[src/rtl/lane_word_aligner.sv]
// lane_word_aligner: per-lane pair packing and training-word alignment through bitslip requests
module lane_word_aligner #(
    parameter int LANES = 4,
    parameter int WORD_BITS = 16,
    parameter logic [WORD_BITS-1:0] TRAIN_PATTERN = 16'h00FF,
    parameter int SLIP_WAIT = 4,
    parameter int LOCK_COUNT = 4
) (
    input  logic                       dco_clk,
    input  logic                       rst_n,
    input  logic [LANES-1:0]           bit_rise,
    input  logic [LANES-1:0]           bit_fall,
    input  logic                       align_en,
    output logic [LANES-1:0]           bitslip_pulse,
    output logic [LANES*WORD_BITS-1:0] word_out,
    output logic [LANES-1:0]           word_valid,
    output logic [LANES-1:0]           lane_locked,
    output logic [LANES-1:0]           align_fail
);
    localparam int PAIRS = WORD_BITS / 2;
    localparam int CW = PAIRS > 1 ? $clog2(PAIRS) : 1;
    localparam int AW = $clog2(WORD_BITS + 1);
    localparam int MW = $clog2(LOCK_COUNT + 1);
    localparam int WW = $clog2(SLIP_WAIT + 1);
    typedef enum logic [2:0] {IDLE, CHECK, SLIP, LOCKED, FAIL} state_t;
    logic [CW-1:0] cnt;
    always_ff @(posedge dco_clk or negedge rst_n)
        if (!rst_n) cnt <= '0;
        else cnt <= (cnt == CW'(PAIRS - 1)) ? '0 : cnt + 1'b1;
    for (genvar i = 0; i < LANES; i++) begin : g_lane
        state_t st;
        logic [WORD_BITS-1:0] sr, word, nxt;
        logic [CW-1:0] offset;
        logic slip_st, skip, cap, pulse, valid, locked, fail;
        logic [MW-1:0] match_cnt;
        logic [AW-1:0] attempts;
        logic [WW-1:0] wait_cnt;
        assign nxt = {sr[WORD_BITS-3:0], bit_rise[i], bit_fall[i]};
        assign cap = cnt == offset;
        assign word_out[i*WORD_BITS +: WORD_BITS] = word;
        assign bitslip_pulse[i] = pulse;
        assign word_valid[i] = valid;
        assign lane_locked[i] = locked;
        assign align_fail[i] = fail;
        always_ff @(posedge dco_clk or negedge rst_n) begin
            if (!rst_n) begin
                st <= IDLE;
                sr <= '0;
                word <= '0;
                offset <= '0;
                slip_st <= 1'b0;
                skip <= 1'b0;
                match_cnt <= '0;
                attempts <= '0;
                wait_cnt <= '0;
                pulse <= 1'b0;
                valid <= 1'b0;
                locked <= 1'b0;
                fail <= 1'b0;
            end else begin
                sr <= nxt;
                valid <= cap;
                if (cap) word <= nxt;
                pulse <= 1'b0;
                if (!align_en) begin
                    st <= IDLE;
                    match_cnt <= '0;
                    attempts <= '0;
                    locked <= 1'b0;
                    fail <= 1'b0;
                end else begin
                    case (st)
                        IDLE: begin
                            st <= CHECK;
                            skip <= 1'b1;
                        end
                        CHECK: if (cap) begin
                            if (skip) skip <= 1'b0;
                            else if (nxt == TRAIN_PATTERN) begin
                                match_cnt <= match_cnt + 1'b1;
                                if (match_cnt == MW'(LOCK_COUNT - 1)) begin
                                    st <= LOCKED;
                                    locked <= 1'b1;
                                end
                            end else begin
                                match_cnt <= '0;
                                attempts <= attempts + 1'b1;
                                if (attempts == AW'(WORD_BITS - 1)) begin
                                    st <= FAIL;
                                    fail <= 1'b1;
                                end else begin
                                    // slip_st 0->1 delays one bit; 1->0 plus offset+1 nets a two-bit step
                                    pulse <= 1'b1;
                                    if (slip_st) offset <= (offset == CW'(PAIRS - 1)) ? '0 : offset + 1'b1;
                                    slip_st <= !slip_st;
                                    wait_cnt <= '0;
                                    st <= SLIP;
                                end
                            end
                        end
                        SLIP: if (wait_cnt == WW'(SLIP_WAIT - 1)) begin
                            st <= CHECK;
                            skip <= 1'b1;
                        end else wait_cnt <= wait_cnt + 1'b1;
                        default: ;
                    endcase
                end
            end
        end
    end
endmodule

[config.mk]
export PLATFORM = sky130hd
export DESIGN_NAME = lane_word_aligner
export DESIGN_NICKNAME = d
export VERILOG_FILES = /design/src/rtl/lane_word_aligner.sv
export SDC_FILE = /design/constraint.sdc
export NUM_CORES = 1
export LEC_CHECK = 0
export BUFFER_PORTS_ARGS = -buffer_cell sky130_fd_sc_hd__buf_2
export CAP_MARGIN = 30
export CORE_ASPECT_RATIO = 1.2
export CORE_MARGIN = 8
export CORE_UTILIZATION = 40
export DETAILED_ROUTE_END_ITERATION = 12
export RECOVER_POWER = 100
export SLEW_MARGIN = 25
export SYNTH_ARGS = -nofsm -noshare
export SYNTH_HDL_FRONTEND = slang
export SYNTH_SLANG_ARGS = --single-unit
[constraint.sdc]
create_clock -name dco_clk -period 3 [get_ports dco_clk]
set_input_delay 0.3 -clock dco_clk [delete_from_list [all_inputs] [get_ports dco_clk]]
set_output_delay 0.3 -clock dco_clk [all_outputs]
set_load 0.03 [all_outputs]
==> results of run 1 <==
## through the flow
stage	instance area, um2	util (%)	hold slack (ns)	power (uW)	setup slack [ns]
after global placement	9740	43.7	0.371	3750	0.672
after floorplan	9030	-	0.00441	3540	0.840
after detailed placement	9740	43.7	0.380	3770	0.652
after CTS	10600	47.4	0.258	6610	0.641
final	10400	46.5	0.262	6470	0.402
after global routing	10400	46.5	0.258	6790	0.313
## cell families (layout without fill, tap and decap cells)
group                    count (synthesis)  count (layout)  synth area share, %
flip-flops                             215             215                 59.5
multiplexers                            33              33                 4.04
buffers and inverters                   79             186                 4.07
AO/OA/AOI/OAI                          118             118                 8.30
adder cells (fa/ha/maj)                 34              34                 4.71
AND/OR/NAND/NOR                        313             313                 17.5
XOR/XNOR                                19              19                 1.84
## final timing paths
| kind | from | to | slack (ns) |
|---|---|---|---|
| min in group asynchronous | rst_n | g_lane[2].word[7] | 0.40 |
| min | align_en | g_lane[0].st[2] | 0.26 |
| min reg2reg | g_lane[0].sr[7] | g_lane[0].sr[9] | 0.39 |
| max | g_lane[0].st[2] | g_lane[0].offset[0] | 0.40 |
| max in group asynchronous | rst_n | g_lane[3].word[10] | 0.79 |
| max reg2reg | g_lane[0].st[2] | g_lane[0].offset[0] | 0.40 |
## registers in the layout, indices dropped and copies added, names as in the netlist, 4 cells and up
signal            count
g_lane.valid          4
g_lane.fail           4
g_lane.word          64
g_lane.st            12
g_lane.slip_st        4
g_lane.wait_cnt      12
g_lane.match_cnt     12
g_lane.skip           4
g_lane.pulse          4
g_lane.sr            56
g_lane.offset        12
g_lane.locked         4
g_lane.attempts      20
## final cells by class
| class | instances | area, um2 |
|---|---|---|
| clock buffers | 31 | 646 |
| clock inverters | 9 | 100 |
| fillers | 2097 | 11900 |
| inverters | 30 | 113 |
| multi-input cells | 517 | 3240 |
| flip-flops and latches | 215 | 5380 |
| well taps | 279 | 349 |
| repair buffers | 116 | 528 |
## synth_stat cells, types with 3 or more instances
| cell type | number | area (um2) |
|---|---|---|
| a21o_1 | 4 | 30.0 |
| a21oi_1 | 43 | 215 |
| a22o_1 | 5 | 43.8 |
| a22oi_1 | 3 | 22.5 |
| a31oi_1 | 6 | 37.5 |
| and3_1 | 6 | 37.5 |
| and4_1 | 6 | 52.6 |
| buf_2 | 9 | 45.0 |
| buf_4 | 16 | 120 |
| clkbuf_1 | 24 | 90.1 |
| clkinv_1 | 3 | 11.3 |
| dfrtp_1 | 215 | 5380 |
| ha_1 | 34 | 425 |
| inv_1 | 27 | 101 |
| mux2_1 | 3 | 33.8 |
| mux2_2 | 25 | 282 |
| mux2i_1 | 5 | 50.1 |
| nand2_1 | 171 | 642 |
| nand2b_1 | 12 | 75.1 |
| nand3_1 | 17 | 85.1 |
| nand3b_1 | 8 | 60.1 |
| nand4_1 | 12 | 75.1 |
| nor2_1 | 18 | 67.6 |
| nor3_1 | 8 | 40.0 |
| nor3b_1 | 4 | 30.0 |
| nor4_1 | 7 | 43.8 |
| nor4b_1 | 3 | 26.3 |
| o21a_1 | 8 | 60.1 |
| o21ai_0 | 21 | 105 |
| o21ai_1 | 3 | 15.0 |
| o22ai_1 | 3 | 18.8 |
| o311ai_0 | 3 | 26.3 |
| o31ai_1 | 5 | 37.5 |
| or3_1 | 12 | 75.1 |
| or3b_2 | 5 | 43.8 |
| or4_1 | 11 | 82.6 |
| or4_4 | 3 | 33.8 |
| xnor2_1 | 9 | 78.8 |
| xor2_1 | 10 | 87.6 |
## worst max-delay path, stage by stage (launching register included)
cell and delay [ns]:
dfrtp_1 0.43, or4b_1 0.57, or4_4 0.54, nor4_1 0.57, mux2_1 0.38
## power by group through the flow
stage | registers (uW) | clock network, uW | logic (uW)
final | 3160 | 2790 | 530
after CTS | 3150 | 2880 | 572
after floorplan | 3290 | 0 | 252
after global routing | 3180 | 3010 | 603
after detailed placement | 3200 | 0 | 562
after global placement | 3200 | 0 | 548
## layer usage
metal / vias to the layer above / routed length (um)
met5: - / 0
met2: 100 / 8800
met3: 21 / 863
met4: 0 / 264
met1: 3029 / 8200
li1: 2990 / -
## timing repair
action,4_1_cts,5_1_grt
hold buffers,9,0
endpoints found under the hold margin,98,0
setup endpoints to repair,0,0
==> summary.md, run 1 <==
| Metric | Value |
|---|---|
| Hold depth | 2 |
| Area of the core | between 0.02 and 0.025 mm2 |
| Root buf cell | clkbuf_16 |
| DP HPWL | ~12 mm |
| Post-synthesis register bit count | between 200 and 250 |
| Critical Path Source Type | flop |
| Worst EP required | 3.38 ns |
| Clk buf depth | 3 |
| Syn Nets | between 800 and 900 |
| Synth Cell Area | 0.00903 mm2 |
| Switching Share | 24.3% |
| Fin cells | about 1,200 |
| Mean Syn Cell Area | about 11 um2 |
| TritonCTS clock tree | done |
| Post-synth ARST share | between 90% and 100% |
| IO Pins | ~90 |
| Grt met3 use | between 2 and 3% |
| Peak VDD IR | about 0.00041 V |
| Logic pwr share | slightly above 8% |
| Crit path kind | reg2reg |
| Cell Pwr Density | between 600 and 700 mW/mm2 |
| Total Routing Usage GR | between 10% and 20% |
| Critical Path AT | 2.97 ns |
| Sequential group share of total power | about half |
| Sequential-to-total area share from yosys stat | slightly below 60% |
| Postcts setup bufs | 0 |
| Wire length per cell | between 15 and 20 um |
| Number of nets in the layout | 948 |
| Slew headroom | under 10% |
| Top Usage Layer GRT | met2 |
| Starting Density | a little over 40% |
| Antenna violations before repair | 0 |
| Synth Warn # | 0 |
| Unique masters post-synth | between 50 and 60 |
| P&R area growth vs syn | 14.7% |
| Worst-case reg-to-reg path depth | 4 |
| Share of cells above drive strength 1 | under 10% |
| Max-cap violation count | 0 |
| Worst-skew pair later-pin latency | 0.50 ns |
| Leak | approximately 0.0047 uW |
| 1st-iter DRT viols | 334 |
| Fmax | just under 400 MHz |
| Die Ht | roughly 180 um |
| Total CTS buffers | 23 |
| Global-route wire length before repair | 31.9 mm |
| Pin count of the biggest net entering global routing | 96 |
| Hold Path Class | in2reg |
| Via density | about 5 |
| Final Hold Fails | 0 |
| Met2 global-route usage | 22.9% |
| Buffers added on ports | 90 |
| DIE WIDTH | roughly 150 um |
| Psw | roughly 1600 uW |
| Status | finished, final reports clean |
| RSZ-0062 raised after global routing | no |
| GP Congestion | between 0.7 and 0.8 |
| Commonest non-fill, non-tap cell in the layout | dfrtp_1 |
| Endpoints failing setup | 0 |
| Setup TNS | 0 ns |
| Tcrit/Tclk final | between 80 and 90% |
| Clock-pin slew on the worst setup and hold paths | approximately 0.060 ns |
| Clk sinks | between 200 and 250 |
| Cells after synthesis | 811 |
| Number of global-route vias before repair | around 6,400 |
| # rows | 60 |
| Diode count | 0 |
| Clock skew | between 0.008 and 0.009 ns |
| Drt drc | 0 |
| Crit path capture type | flop |
| Crit path max fanout | 15 |
| Final WL | between 15 and 20 mm |
| Post-synth EDFFs | 0 |
| Die area | between 0.02 and 0.03 mm2 |
| Met1 Use GR | between 10% and 20% |
| Top FF cell, synth | dfrtp_1 |
| Drt pass-1 iters | 4 |
| Tmin final | around 2.6 ns |
| Congestion Overflow GR | 0 |
| Pint | between 4000 and 5000 uW |
| Post-CTS sizing | 0 |
| Dpl cells | approximately 1,100 |
| Worst-Margin Slew | around 1.4 ns |
| Final-report max-slew violation count | 0 |
| H-tree levels | 1 |
| DR vias | 6,140 |
| Final ANT Viol Nets | 0 |
| Clock share of power | between 40% and 50% |
| Most frequent cells in the layout | dfrtp_1 (215), nand2_1 (171), clkbuf_1 (102) |
No activity file was read; power rests on OpenSTA's default activity.
==> inputs of run 2 (changes only) <==
==> constraint.sdc (replaced) <==
create_clock -name dco_clk -period 2.8 [get_ports dco_clk]
set_input_delay 0.28 -clock dco_clk [delete_from_list [all_inputs] [get_ports dco_clk]]
set_output_delay 0.28 -clock dco_clk [all_outputs]
set_load 0.03 [all_outputs]
==> run 2 against run 1 <==
The run now ends with capacitance limit, slew limit left. Worst setup slack gained 0.052 ns. Global-route usage shrank 0.37 points. Clock power shrank 1%. Cell count shrank 0.25%. Register-to-register slack gained 0.05 ns. Hold slack lost 0.027 ns. Core utilization shrank 0.18 points. Maximum frequency grew 11%. Non-clock buffer count shrank 3. Sequential share of layout area grew 0.20 points. Clock-buffer cell count is the same.
==> summary.md, run 2 (synthesis results as in run 1) <==
| Metric | Value |
|---|---|
| Area of the core | 0.0223 mm2 (unchanged) |
| Root buf cell | clkbuf_16 (unchanged) |
| Worst-Margin Slew | 1.85 ns (was 1.43 ns) |
| Max FFs per register | 64 (unchanged) |
| Top Metal Used | met4 (unchanged) |
| DP HPWL | 12.0 mm (was 12.1 mm) |
| Metal2 WL | 8.68 mm (was 8.80 mm) |
| Die Ht | 181 um (unchanged) |
| Hold_ws | 0.235 ns (was 0.262 ns) |
| Crit path max fanout | 15 (unchanged) |
| Peak VDD IR | 0.000497 V (was 0.000406 V) |
| Placed cell area | 0.00973 mm2 (was 0.00974 mm2) |
| Diode count | 0 (unchanged) |
| Wire length per cell | 15.0 um (was 15.1 um) |
| Commonest non-fill, non-tap cell in the layout | dfrtp_1 (unchanged) |
| Number of nets in the layout | 945 (was 948) |
| GP Congestion | 0.748 (was 0.720) |
| Final WL | 17.9 mm (was 18.1 mm) |
| 1st-iter DRT viols | 224 (was 334) |
| Clock skew | 0.0101 ns (was 0.00855 ns) |
| Number of global-route vias before repair | 6,345 (was 6,392) |
| Final-report max-slew violation count | 71 (was 0) |
| Worst EP required | 3.18 ns (was 3.38 ns) |
| Pre-CTS WS | 0.450 ns (was 0.652 ns) |
| Worst-skew pair later-pin latency | 0.50 ns (about the same) |
| Clk sinks | 215 (unchanged) |
| Antenna violations before repair | 0 (unchanged) |
| Via density | 5.12 (was 5.13) |
| Clk buf depth | 3 (unchanged) |
| Buffers added on ports | 90 (unchanged) |
| Critical Path AT | 2.72 ns (was 2.97 ns) |
| Total CTS buffers | 23 (unchanged) |
| DIE WIDTH | 153 um (unchanged) |
| Total Routing Usage GR | 13.1% (was 13.5%) |
| Met3 routed WL | 782 um (was 863 um) |
| RSZ-0062 raised after global routing | no (unchanged) |
| Overall power | 6710 uW (was 6470 uW) |
| Hold Path Class | in2reg (unchanged) |
| Status | complete, but fails checks (was finished, final reports clean) |
| Final ANT Viol Nets | 0 (unchanged) |
| Most frequent cells in the layout | dfrtp_1 (215), nand2_1 (171), clkbuf_1 (100) (was dfrtp_1 (215), nand2_1 (171), clkbuf_1 (102)) |
| Slew headroom | -23.5% (was 4.65%) |
| Endpoints failing setup | 0 (unchanged) |
| Drt pass-1 iters | 4 (unchanged) |
| Cell Pwr Density | 650 mW/mm2 (was 625 mW/mm2) |
| Setup TNS | 0 ns (unchanged) |
| Leak | 0.00468 uW (was 0.00471 uW) |
| Drt drc | 0 (unchanged) |
| Crit path kind | reg2reg (unchanged) |
| P&R area growth vs syn | 14.2% (was 14.7%) |
| IO Pins | 91 (unchanged) |
| TritonCTS clock tree | done (unchanged) |
| Min setup slack post-route | 0.454 ns (was 0.402 ns) |
| Congestion Overflow GR | 0 (unchanged) |
| Tcrit/Tclk final | 83.8% (was 86.6%) |
| Pin count of the biggest net entering global routing | 74 (was 96) |
| Share of cells above drive strength 1 | 8.85% (was 8.82%) |
| Die area | 0.0277 mm2 (unchanged) |
| Fmax | 426 MHz (was 385 MHz) |
| Starting Density | 40.5% (unchanged) |
| Postcts setup bufs | 0 (unchanged) |
| H-tree levels | 1 (unchanged) |
| Failing checks | capacitance limit, slew limit |
| M1 WL | 8.04 mm (was 8.20 mm) |
| Crit path capture type | flop (unchanged) |
| Largest Register | g_lane.word (unchanged) |
| Design area | 0.0103 mm2 (was 0.0104 mm2) |
| Largest regs | g_lane.word (64), g_lane.sr (56), g_lane.attempts (20) (unchanged) |
| Clock-pin slew on the worst setup and hold paths | 0.06 ns (about the same) |
| Critical Path Source Type | flop (unchanged) |
| Global-route wire length before repair | 31.3 mm (was 31.9 mm) |
| # rows | 60 (unchanged) |
| Tmin final | 2.35 ns (was 2.60 ns) |
| DR vias | 6,109 (was 6,140) |
| Max-cap violation count | 1 (was 0) |
| # fillers | 2,144 (was 2,097) |
| Worst reg2reg setup slack | 0.45 ns (was 0.40 ns) |
| Final Hold Fails | 0 (unchanged) |
[run 2: cell types whose count changed in the layout (fill, tap and decap cells not counted), sizes merged]
| cell | before | now |
|---|---|---|
| clkinvlp | 2 | 4 |
| clkbuf | 130 | 126 |
| buf | 8 | 9 |
| bufinv | 2 | 0 |
[run 2: where the power goes]
| part | internal [uW] | total (uW) | switching (uW) |
|---|---|---|---|
| clock | 1570 | 2750 | 1190 |
| combinational | 192 | 574 | 382 |
| sequential | 3270 | 3380 | 114 |
| total | 5030 | 6710 | 1680 |
[run 2: path summary, 6_finish.rpt]
kind                                      start                   to  depth (start not counted)
worst max-delay path            g_lane[0].st[2]  g_lane[0].offset[0]                          4
worst min-delay path                   align_en       g_lane[3].fail                          2
worst max register to register  g_lane[0].st[2]  g_lane[0].offset[0]                          4
worst min register to register  g_lane[1].sr[8]     g_lane[1].sr[10]                          0
max in group asynchronous                 rst_n    g_lane[3].word[0]                          3
min in group asynchronous                 rst_n    g_lane[2].word[7]                          2
[run 2: area by class of cell]
cell class              instances  area (um2)  share of cell area, %
clock inverters                 9        55.1                  0.533
repair buffers                113         538                   5.21
flip-flops and latches        215        5380                   52.1
multi-input cells             517        3260                   31.6
well taps                     279         349                   3.38
inverters                      30         113                   1.09
clock buffers                  31         626                   6.06
[run 2: per-stage QoR]
stage,util (%),cells
after CTS,47.1,1194
final,46.3,1194
after detailed placement,43.6,1145
after global placement,43.6,1145
after floorplan,-,811
after global routing,46.3,1194
[run 2: layer usage]
layer	track usage, %	up-vias
met3	2.86	36
met2	22.1	94
met5	0	-
li1	-	2982
met4	4.00	0
met1	16.6	2997
[run 2: repair_timing]
item | CTS | global route
hold buffers | 9 | 0
resized for setup | 0 | 0
endpoints found under the hold margin | 81 | 0
[run 2: worst max-delay path: stages (launching register included)]
cell and delay [ns]:
dfrtp_1 0.42, or4b_1 0.58, or4_4 0.55, nor4_4 0.32, mux2_1 0.36
==> inputs of run 3 (changes only) <==
==> constraint.sdc (replaced) <==
create_clock -name dco_clk -period 2.3 [get_ports dco_clk]
set_input_delay 0.23 -clock dco_clk [delete_from_list [all_inputs] [get_ports dco_clk]]
set_output_delay 0.23 -clock dco_clk [all_outputs]
set_load 0.03 [all_outputs]
==> run 3 against run 2 <==
The run still ends with capacitance limit, slew limit left. Largest cell class unchanged. First-iteration DRC count rose by 42%. Via count rose by 0.83%. Non-clock buffer count rose by 24. Sequential share of layout area fell by 1.7 points. Hold slack improved by 0.015 ns. Wire length rose by 3.7%. Clock skew barely moved. Clock-buffer cell count fell by 1.
==> summary.md, run 3 (synthesis results as in run 1) <==
| Metric | Value |
|---|---|
| Diode count | 0 (unchanged) |
| Final Hold Fails | 0 (unchanged) |
| Endpoints failing setup | 0 (unchanged) |
| Crit path capture type | flop (unchanged) |
| Clk buf depth | 3 (unchanged) |
| Final WL | 18.6 mm (was 17.9 mm) |
| Tmin final | 2.21 ns (was 2.35 ns) |
| IO Pins | 91 (unchanged) |
| Drt drc | 0 (unchanged) |
| Sequential group share of total power | 46.4% (was 50.4%) |
| Clock-pin slew on the worst setup and hold paths | 0.06 ns (about the same) |
| Failing checks | capacitance limit, slew limit (unchanged) |
| Clk sinks | 215 (unchanged) |
| Number of nets in the layout | 969 (was 945) |
| Largest regs | g_lane.word (64), g_lane.sr (56), g_lane.attempts (20) (unchanged) |
| Top Usage Layer GRT | met2 (unchanged) |
| DP HPWL | 12.5 mm (was 12.0 mm) |
| Largest Register | g_lane.word (unchanged) |
| Worst path max stage delay | 0.63 ns (was 0.58 ns) |
| Setup TNS | 0 ns (unchanged) |
| Max FFs per register | 64 (unchanged) |
| Met1 Use GR | 17.6% (was 16.6%) |
| Postcts setup bufs | 0 (unchanged) |
| # fillers | 2,094 (was 2,144) |
| Worst EP required | 2.72 ns (was 3.18 ns) |
| 1st-iter DRT viols | 318 (was 224) |
| GP Congestion | 0.762 (was 0.748) |
| Critical Path AT | 2.63 ns (was 2.72 ns) |
| Worst-Margin Slew | 1.71 ns (was 1.85 ns) |
| H-tree levels | 1 (unchanged) |
| Final-report max-slew violation count | 67 (was 71) |
| TritonCTS clock tree | done (unchanged) |
| Pint | 6750 uW (was 5030 uW) |
| RSZ-0062 raised after global routing | no (unchanged) |
| Number of global-route vias before repair | 6,444 (was 6,345) |
| Final core utilization | 47.8% (was 46.3%) |
| Worst path slowest cell | or4_1 (was or4b_1) |
| Clock skew | 0.00972 ns (was 0.0101 ns) |
| Crit path max fanout | 6 (was 15) |
| Global-route wire length before repair | 32.2 mm (was 31.3 mm) |
| Total Routing Usage GR | 13.6% (was 13.1%) |
| P&R area growth vs syn | 18.0% (was 14.2%) |
| Commonest non-fill, non-tap cell in the layout | dfrtp_1 (unchanged) |
| Wire length per cell | 15.3 um (was 15.0 um) |
| Peak VDD IR | 0.000666 V (was 0.000497 V) |
| Share of cells above drive strength 1 | 12.0% (was 8.85%) |
| Status | complete, but fails checks (unchanged) |
| Starting Density | 40.5% (unchanged) |
| Critical Path Source Type | flop (unchanged) |
| Total CTS buffers | 23 (unchanged) |
| Drt pass-1 iters | 6 (was 4) |
| Switching Share | 23.7% (was 25.1%) |
| Fmax | 452 MHz (was 426 MHz) |
| Worst-skew pair later-pin latency | 0.50 ns (about the same) |
| Die Ht | 181 um (unchanged) |
| Psw | 2100 uW (was 1680 uW) |
| Root buf cell | clkbuf_16 (unchanged) |
| Area of the core | 0.0223 mm2 (unchanged) |
| Max-cap violation count | 1 (unchanged) |
| Final ANT Viol Nets | 0 (unchanged) |
| Clock share of power | 45.4% (was 41.0%) |
| Hold Path Class | in2reg (unchanged) |
| Overall power | 8850 uW (was 6710 uW) |
| DR vias | 6,160 (was 6,109) |
| Leak | 0.00486 uW (was 0.00468 uW) |
| Grt met3 use | 2.83% (was 2.86%) |
| Via density | 5.06 (was 5.12) |
| Critical path, cell by cell | or4_4, or4_1, or3_1, a21oi_1 (was or4b_1, or4_4, nor4_4, mux2_1) |
| Cell Pwr Density | 830 mW/mm2 (was 650 mW/mm2) |
| Most frequent cells in the layout | dfrtp_1 (215), nand2_1 (171), clkbuf_1 (98) (was dfrtp_1 (215), nand2_1 (171), clkbuf_1 (100)) |
| Antenna violations before repair | 0 (unchanged) |
| DIE WIDTH | 153 um (unchanged) |
| # rows | 60 (unchanged) |
| Pin count of the biggest net entering global routing | 68 (was 74) |
| Met2 global-route usage | 23.0% (was 22.1%) |
| Die area | 0.0277 mm2 (unchanged) |
| Slew headroom | -14.1% (was -23.5%) |
| Logic pwr share | 8.3% (was 8.6%) |
| Congestion Overflow GR | 0 (unchanged) |
| Crit path kind | reg2reg (unchanged) |
| Tcrit/Tclk final | 96.3% (was 83.8%) |
| Buffers added on ports | 90 (unchanged) |
[run 3: cell types whose count changed in the layout (fill, tap and decap cells not counted), moves of 3 or more]
cell and delta:
o21ai_0 -3, o21ai_1 +3, clkbuf_2 +3, buf_4 +17
bufinv_16 +5, clkinvlp_4 -3
[run 3: path summary, 6_finish.rpt]
kind	cells past startpoint	slack [ns]	to	startpoint
min in group asynchronous	2	0.72	g_lane[2].word[7]	rst_n
worst max register to register	4	0.09	g_lane[0].match_cnt[0]	g_lane[0].sr[7]
max in group asynchronous	3	0.37	g_lane[3].attempts[4]	rst_n
worst min register to register	0	0.39	g_lane[3].sr[13]	g_lane[3].sr[11]
worst max-delay path	4	0.09	g_lane[0].match_cnt[0]	g_lane[0].sr[7]
worst min-delay path	3	0.25	g_lane[2].st[2]	align_en
[run 3: power by group through the flow]
stage	logic (uW)	clock network [uW]	registers, uW
floorplan	329	0	4290
global placement	744	0	4170
detailed placement	761	0	4170
CTS	775	4130	4100
global route	826	4270	4130
finish	731	4020	4110
[run 3: cell type report]
class | instances | area, um2 | area share, %
Clock inverter | 10 | 181 | 1.70
Sequential cell | 215 | 5380 | 50.5
Inverter | 30 | 113 | 1.06
Clock buffer | 30 | 642 | 6.02
Tap cell | 279 | 349 | 3.27
Timing Repair Buffer | 137 | 711 | 6.67
Multi-Input combinational cell | 517 | 3280 | 30.8
[run 3: per-layer routing]
layer	up-vias	share of wire (%)
li1	3037	-
met1	3011	46
met2	90	48
met3	22	4.8
met4	0	1.5
met5	-	0
[run 3: worst max-delay path: cells and delay by family, from the launching register on]
kind / cells / cell delay, ns
flops: 1 / 0.39
compound gates: 1 / 0.16
simple gates: 3 / 1.57
[run 3: metrics by stage]
step	setup WS (ns)	hold WS [ns]	cells	instance area (um2)
floorplan	0.140	-0.0656	811	9030
global placement	0.0496	0.231	1169	9920
detailed placement	0.0231	0.228	1169	9920
CTS	0.0108	0.234	1218	10800
global route	0.00415	0.243	1218	10700
finish	0.0857	0.250	1218	10700
[run 3: timing repair]
item / 4_1_cts / 5_1_grt
endpoints found under the hold margin: 78 / 0
resized for setup: 0 / 4
setup endpoints to repair: 0 / 12
hold buffers: 9 / 0
